--- src/rtl/nandn_pkg.sv ---
// Shared definitions for the pipelined NAND-family reduction: mode encodings
// and elaboration-time geometry helpers.
package nandn_pkg;

  typedef enum logic [1:0] {
    MODE_NAND = 2'd0,
    MODE_AND  = 2'd1,
    MODE_NOR  = 2'd2,
    MODE_OR   = 2'd3
  } mode_e;

  // Tree depth: smallest L >= 1 with FANIN**L >= WIDTH.
  function automatic int unsigned calc_levels(input int unsigned width,
                                              input int unsigned fanin);
    int unsigned lv;
    int unsigned span;
    lv   = 1;
    span = fanin;
    while (span < width) begin
      span = span * fanin;
      lv++;
    end
    return lv;
  endfunction

  function automatic int unsigned pad_width(input int unsigned fanin,
                                            input int unsigned levels);
    int unsigned p;
    p = 1;
    for (int unsigned k = 0; k < levels; k++) p = p * fanin;
    return p;
  endfunction

endpackage

--- src/rtl/nandn_stage.sv ---
// One pipeline level: AND-reduces FANIN-wide groups of its input and registers
// the result with valid and inv_out, under a combinational ready chain.
module nandn_stage
  import nandn_pkg::*;
#(
  parameter int unsigned IN_W  = 9,
  parameter int unsigned FANIN = 3
) (
  input  logic                  ck,
  input  logic                  nrst,
  input  logic [IN_W-1:0]       d_i,
  input  logic                  inv_i,
  input  logic                  valid_i,
  input  logic                  ready_i,
  output logic                  ready_o,
  output logic [IN_W/FANIN-1:0] d_o,
  output logic                  inv_o,
  output logic                  valid_o
);

  localparam int unsigned OUT_W = IN_W / FANIN;

  logic [OUT_W-1:0] d_d;
  logic [OUT_W-1:0] d_q;
  logic             inv_q;
  logic             v_q;

  always_comb begin
    d_d = '0;
    for (int unsigned g = 0; g < OUT_W; g++) d_d[g] = &d_i[g*FANIN +: FANIN];
  end

  assign ready_o = ~v_q | ready_i;

  // Payload only loads with a real beat so bubbles leave held data untouched.
  always_ff @(posedge ck or negedge nrst) begin
    if (!nrst) begin
      v_q   <= 1'b0;
      d_q   <= '0;
      inv_q <= 1'b0;
    end else if (ready_o) begin
      v_q <= valid_i;
      if (valid_i) begin
        d_q   <= d_d;
        inv_q <= inv_i;
      end
    end
  end

  assign d_o     = d_q;
  assign inv_o   = inv_q;
  assign valid_o = v_q;

endmodule

--- src/rtl/nandn_pipe.sv ---
// Pipelined N-input NAND/AND/NOR/OR reduction with valid/ready flow control;
// conditions the operand, chains LEVELS stages, and XORs the final bit.
module nandn_pipe
  import nandn_pkg::*;
#(
  parameter int unsigned WIDTH = 9,
  parameter int unsigned FANIN = 3
) (
  input  logic             ck,
  input  logic             nrst,
  input  logic [WIDTH-1:0] i,
  input  logic [1:0]       mode,
  input  logic             i_valid,
  output logic             i_ready,
  output logic             q,
  output logic             q_valid,
  input  logic             q_ready
);

  localparam int unsigned LEVELS = calc_levels(WIDTH, FANIN);
  localparam int unsigned PAD_W  = pad_width(FANIN, LEVELS);

  if (WIDTH < 2 || WIDTH > 64 || FANIN < 2 || FANIN > 4) begin : g_bad_param
    $fatal(1, "nandn_pipe: WIDTH must be 2..64 and FANIN 2..4");
  end

  logic [PAD_W-1:0] cond;
  logic             inv_in;

  // Pad with the AND identity; NOR/OR become AND of the inverted operand.
  always_comb begin
    cond            = '1;
    cond[WIDTH-1:0] = mode[1] ? ~i : i;
  end

  assign inv_in = ~(mode[1] ^ mode[0]);

  for (genvar k = 0; k < LEVELS; k++) begin : g_lv
    localparam int unsigned IN_W = pad_width(FANIN, LEVELS - k);

    logic [IN_W-1:0]       d_in;
    logic [IN_W/FANIN-1:0] d_out;
    logic                  inv_src;
    logic                  v_src;
    logic                  rdy_dn;
    logic                  inv_out;
    logic                  v_out;
    logic                  rdy_out;

    if (k == 0) begin : g_head
      assign d_in    = cond;
      assign inv_src = inv_in;
      assign v_src   = i_valid;
    end else begin : g_body
      assign d_in    = g_lv[k-1].d_out;
      assign inv_src = g_lv[k-1].inv_out;
      assign v_src   = g_lv[k-1].v_out;
    end

    if (k == LEVELS - 1) begin : g_tail
      assign rdy_dn = q_ready;
    end else begin : g_next
      assign rdy_dn = g_lv[k+1].rdy_out;
    end

    nandn_stage #(
      .IN_W  (IN_W),
      .FANIN (FANIN)
    ) u_stage (
      .ck      (ck),
      .nrst    (nrst),
      .d_i     (d_in),
      .inv_i   (inv_src),
      .valid_i (v_src),
      .ready_i (rdy_dn),
      .ready_o (rdy_out),
      .d_o     (d_out),
      .inv_o   (inv_out),
      .valid_o (v_out)
    );
  end

  assign i_ready = g_lv[0].rdy_out;
  assign q_valid = g_lv[LEVELS-1].v_out;
  assign q       = g_lv[LEVELS-1].d_out[0] ^ g_lv[LEVELS-1].inv_out;

endmodule

--- config.mk ---
export PLATFORM = sky130hd
export DESIGN_NAME = nandn_pipe
export DESIGN_NICKNAME = d
export VERILOG_FILES = /design/src/rtl/nandn_pkg.sv /design/src/rtl/nandn_stage.sv /design/src/rtl/nandn_pipe.sv
export SDC_FILE = /design/constraint.sdc
export NUM_CORES = 1
export LEC_CHECK = 0
export ABC_AREA = 1
export CAP_MARGIN = 40
export CORE_AREA = 2 2 39 41
export CTS_CLUSTER_SIZE = 40
export DETAILED_ROUTE_END_ITERATION = 7
export DIE_AREA = 0 0 41 43
export PLACE_DENSITY = 0.64
export SYNTH_ARGS = -nofsm -noshare
export SYNTH_HDL_FRONTEND = slang
export SYNTH_SLANG_ARGS = --single-unit
--- constraint.sdc ---
create_clock -name ck -period 0.8 [get_ports ck]
set_input_delay 0.16 -clock ck [delete_from_list [all_inputs] [get_ports ck]]
set_output_delay 0.16 -clock ck [all_outputs]
set_load 0.02 [all_outputs]
=== Yosys cells after proc, flatten, opt, wreduce, memory -nomap -nowiden ===
Index checks and enable logic that the tools add are counted.

* Muxes and demuxes: 1
* Bitwise gates (word level): 8
* Reduce and logical (&&, ||, !) cells: 6

{| class="wikitable"
|+ Operators by type and width
! cell !! count
|-
| 3-bit AND reduction || 4
|-
| 9-bit two-way mux || 1
|-
| 9-bit NOT || 1
|-
| 2-bit AND reduction || 2
|-
| 1-bit NOT || 3
|-
| 1-bit bitwise OR || 2
|-
| 1-bit bitwise XOR || 2
|}

* Register bits: 8
* Output and inout bits: 3

=== Depth between registers and ports, before layout ===
* Depth in word-level cells: 4
* Depth in mapped cells: 6

=== Cells and area by module ===
Synthesis repeated with hierarchy kept, for this count alone.

* Cells, all modules: 97
* Area, all modules: 558.0 um2

{| class="wikitable"
|+ Modules (own cells, without submodules)
! module !! instances !! cells an instance !! area an instance (um2) !! sequential area each (um2)
|-
| nandn_stage at g_lv[0].u_stage || 1 || 32 || 237.7 || 125.1
|-
| nandn_pipe || 1 || 47 || 183.9 || 0.0
|-
| nandn_stage at g_lv[1].u_stage || 1 || 18 || 136.4 || 75.1
|}

=== Least setup slack after synthesis ===
OpenSTA, ideal clock, no wires.

* Kind: register -> register
* Start: reg g_lv[1].u_stage.v_q
* End: reg g_lv[0].u_stage.d_q[0]
* Library setup time: 0.116 ns
* Arrival: 0.958 ns
* Path slack: -0.275 ns
* Stages on the path, launching flop included: 6
* Cell sequence: dfrtp_1 > nand3_2 > nand2_4 > inv_2 > nand2_1 > nand2_1

* Word-level cells in the longest chain between the ends: 4

{| class="wikitable"
|+ Ends and longest elaborated chain
! element !! RTL line !! source
|-
| from (decl) || nandn_stage.sv:26 || <nowiki>logic v_q;</nowiki>
|-
| from (signal assigned) || nandn_stage.sv:42 || <nowiki>v_q <= valid_i;</nowiki>
|-
| 1-bit NOT || nandn_stage.sv:33 || <nowiki>assign ready_o = ~v_q | ready_i;</nowiki>
|-
| 1-bit bitwise OR (2 in series) || nandn_stage.sv:33 ||
|-
| named net i_ready || nandn_pipe.sv:14 || <nowiki>output logic i_ready,</nowiki>
|-
| 2-bit AND reduction (no line) || -- ||
|-
| to (signal assigned) || nandn_stage.sv:39 || <nowiki>d_q <= '0;</nowiki>
|-
| to (signal assigned) || nandn_stage.sv:44 || <nowiki>d_q <= d_d;</nowiki>
|-
| to (decl) || nandn_stage.sv:24 || <nowiki>logic [OUT_W-1:0] d_q;</nowiki>
|}

The timed path passes the listed nets, and every way through them passes these cells.
A chain may end at the register's enable or synchronous reset.

=== Worst setup path after layout ===
* Start: reg g_lv[1].u_stage.d_q
* End: out q

* Word-level cells in the longest chain between the ends: 1

{| class="wikitable"
|+ Ends and longest elaborated chain
! element !! RTL line !! source
|-
| from (decl) || nandn_stage.sv:24 ||
|-
| from (signal assigned) || nandn_stage.sv:39 ||
|-
| from (signal assigned) || nandn_stage.sv:44 ||
|-
| 1-bit bitwise XOR || nandn_pipe.sv:85 || <nowiki>assign q = g_lv[LEVELS-1].d_out[0] ^ g_lv[LEVELS-1].inv_out;</nowiki>
|-
| to (decl) || nandn_pipe.sv:15 || <nowiki>output logic q,</nowiki>
|}

No other way between the ends.

==> results.json <==
{
  "cts_made_buffers": 3,
  "clock_sinks": 8,
  "grt_start_max_net_pins": 8,
  "post_drt_wl_per_cell_um": 8.352,
  "finalCritPeriodShare_pct": 139.5,
  "routed_wl_um": 902,
  "grt_overflow_total": 0,
  "ys_seq_area_share_pct": 45.98,
  "violations": "negative setup slack",
  "drtIter0Drc": 8,
  "crit_end": "q",
  "worstSetupStartpointType": "flip-flop",
  "worstMarginPinSlew_ps": 226.1,
  "holdCritPathClass": "input port to async pin",
  "ctsHtreeMaxLevel": 1,
  "critical_path_arrival_ps": 960,
  "io_buffers": 17,
  "initial_core_util_pct": 31.46,
  "synth_top_area_share_pct": 45.98,
  "peakVddDrop_uv": 685.2,
  "grt_pass1_vias": 425,
  "rrSetupSlack_ps": -160,
  "busiest_layer": "met2",
  "setup_slack_ps": -315.7,
  "cts_tree": "yes",
  "avgSynthCellArea_um2": 6.911,
  "synthCells": 63,
  "max_freq_mhz": 896.3,
  "antenna_found_initial": 0,
  "layout.nets": 108,
  "worst_setup_path_end_kind": "output pin",
  "rsz0062_at_grt": "yes",
  "fp.coreArea_um2": 1384,
  "yosysTopAreaCell": "dfrtp_1",
  "crit_type": "flip-flop to output pin",
  "place_hpwl_um": 714.7,
  "std_cell_rows": 14,
  "finalSetupTns_ps": -1789,
  "yosys_warnings": 0,
  "met1_usage_pct": 13.29,
  "drc": 0,
  "final_max_slew_viol_count": 0,
  "ant_nets": 0,
  "cts-root-buf": "clkbuf_4",
  "clkTransAtPathRegs_ps": 60,
  "holdBufCountCts": 0,
  "synthTopCellsByArea": "dfrtp_1 46%, nand2_1 25%, nor2_1 7.8%",
  "dr.pass1.iters": 2,
  "die_height_um": 43,
  "insertion_delay_ps": 250,
  "maxCapViolCount": 0,
  "r2r_end": "g_lv[0].u_stage.d_o[1]$_DFFE_PN0P_",
  "worstSetupStartpoint": "g_lv[1].u_stage.d_o$_DFFE_PN0P_",
  "final_layout_size_suffix_gt1_share_pct": 33.70,
  "gp_congestion": 0.6642,
  "reg2reg_depth": 6,
  "vias_per_cell": 4.296,
  "n_antenna_cell": 0,
  "synth_cell_types": 11,
  "finalHoldViolations": 0,
  "skew_ps": 7.275,
  "met3_usage_pct": 3.665,
  "critical_path_peak_fanout": 2,
  "die_w_um": 41,
  "ioPinCount": 18,
  "grtUsageMet2_pct": 23.44,
  "setup_viol": 11,
  "ys_ff_latch": 8,
  "dr_total_vias": 464,
  "outcome": "complete, but fails checks",
  "die_area_um2": 1763,
  "relSlewSlack_pct": 84.90,
  "cp.required_ps": 640,
  "p_leak_nw": 0.4278,
  "post-route-min-period_ps": 1116,
  "synth_nets": 78,
  "grtUsageTotal_pct": 13.89,
  "pwr_density_cell_nw_per_um2": 1671,
  "grt_first_pass_wirelength_mm": 1.621,
  "reg2reg_from": "g_lv[0].u_stage.valid_o$_DFFE_PN0P_",
  "clock_path_buffers": 2,
  "dpl_worst_slack_ps": -710.6,
  "syn_to_final_growth_pct": 83.91,
  "netlist_area_um2": 435.4
}
## what timing repair did
item / CTS / global route
endpoints found under the setup margin: 11 / 11
pin swaps: 3 / 5
buffers inserted: 1 / 3
hold endpoints to repair: 0 / 0
gates resized for setup: 28 / 12
## power by group
| part | switching, W | leakage, nW | internal (W) |
|---|---|---|---|
| Clock | 0.000132 | 0.0150 | 0.000190 |
| Combinational | 0.000219 | 0.311 | 0.000280 |
| Sequential | 0.0000553 | 0.101 | 0.000462 |
## worst min path at each step
stage,startpoint,endpoint,slack (ps),cells after the start
floorplan,nrst,g_lv[0].u_stage.d_o[0]$_DFFE_PN0P_,-140,0
global placement,nrst,g_lv[0].u_stage.inv_o$_DFFE_PN0P_,470,2
detailed placement,nrst,g_lv[0].u_stage.inv_o$_DFFE_PN0P_,460,2
CTS,nrst,g_lv[0].u_stage.inv_o$_DFFE_PN0P_,170,2
global route,nrst,g_lv[0].u_stage.inv_o$_DFFE_PN0P_,210,2
finish,nrst,g_lv[0].u_stage.inv_o$_DFFE_PN0P_,190,2
## per-layer routing
metal | vias to the layer above | wire length [µm]
met3 | 0 | 71
met1 | 200 | 300
li1 | 247 | -
met5 | - | 0
met2 | 17 | 530
met4 | 0 | 0
## cell usage in the layout, fill, tap and decap left out, types with 2 or more instances in the layout
cell             count
nand2_1             20
nand2_2              7
buf_4                4
dfrtp_1              7
buf_6                7
clkbuf_4             3
nand2_4              2
inv_2                2
clkdlybuf4s50_1     13
inv_1                6
nor2_1               9
o21ai_1              2
## critical path, cell delays in order, from the launching register on
cell and delay (ps):
dfrtp_1 400, xor2_2 180, buf_6 130
## Yosys cell counts, drive strengths merged
library cell and instances:
dfrtp 8, inv 9, nand2 30, nand3 3, nor2 9, o21ai 2
xor2 2
## area by class of cell
cell class	count	area (µm²)
tap	16	20.02
clock buffer	4	26.28
sequential	8	201.4
fill	134	583.1
timing repair buffer	25	251.5
inverter	9	38.79
multi-input combinational	46	262.8
## state kept, by name (all words and copies together), names as in the netlist
| register | count |
|---|---|
| g_lv.u_stage.d_o | 4 |
| g_lv.u_stage.valid_o | 2 |
| g_lv.u_stage.inv_o | 2 |
## stage by stage
stage	utilization, %	total power, W	hold WS, ps	cell area, µm²	cells
after floorplan	-	0.0006770	-135.6	451.7	63
after global placement	49.10	0.0008768	466.3	679.4	101
after detailed placement	49.10	0.0008852	458.8	679.4	101
after CTS	54.16	0.001285	174.9	749.5	106
after global routing	57.87	0.001435	209.9	800.8	108
final	57.87	0.001338	186.3	800.8	108
## logic make-up (layout without fill, tap and decap cells)
kind of cell           count (synthesis)  count (layout)  share of synthesized area, %
XOR/XNOR                               2               2                         4.024
buffers and inverters                  9              38                         7.760
flip-flops                             8               8                         45.98
AND/OR/NAND/NOR                       42              42                         39.94
AO/OA/AOI/OAI                          2               2                         2.297
(Power assumes the default switching activity.)
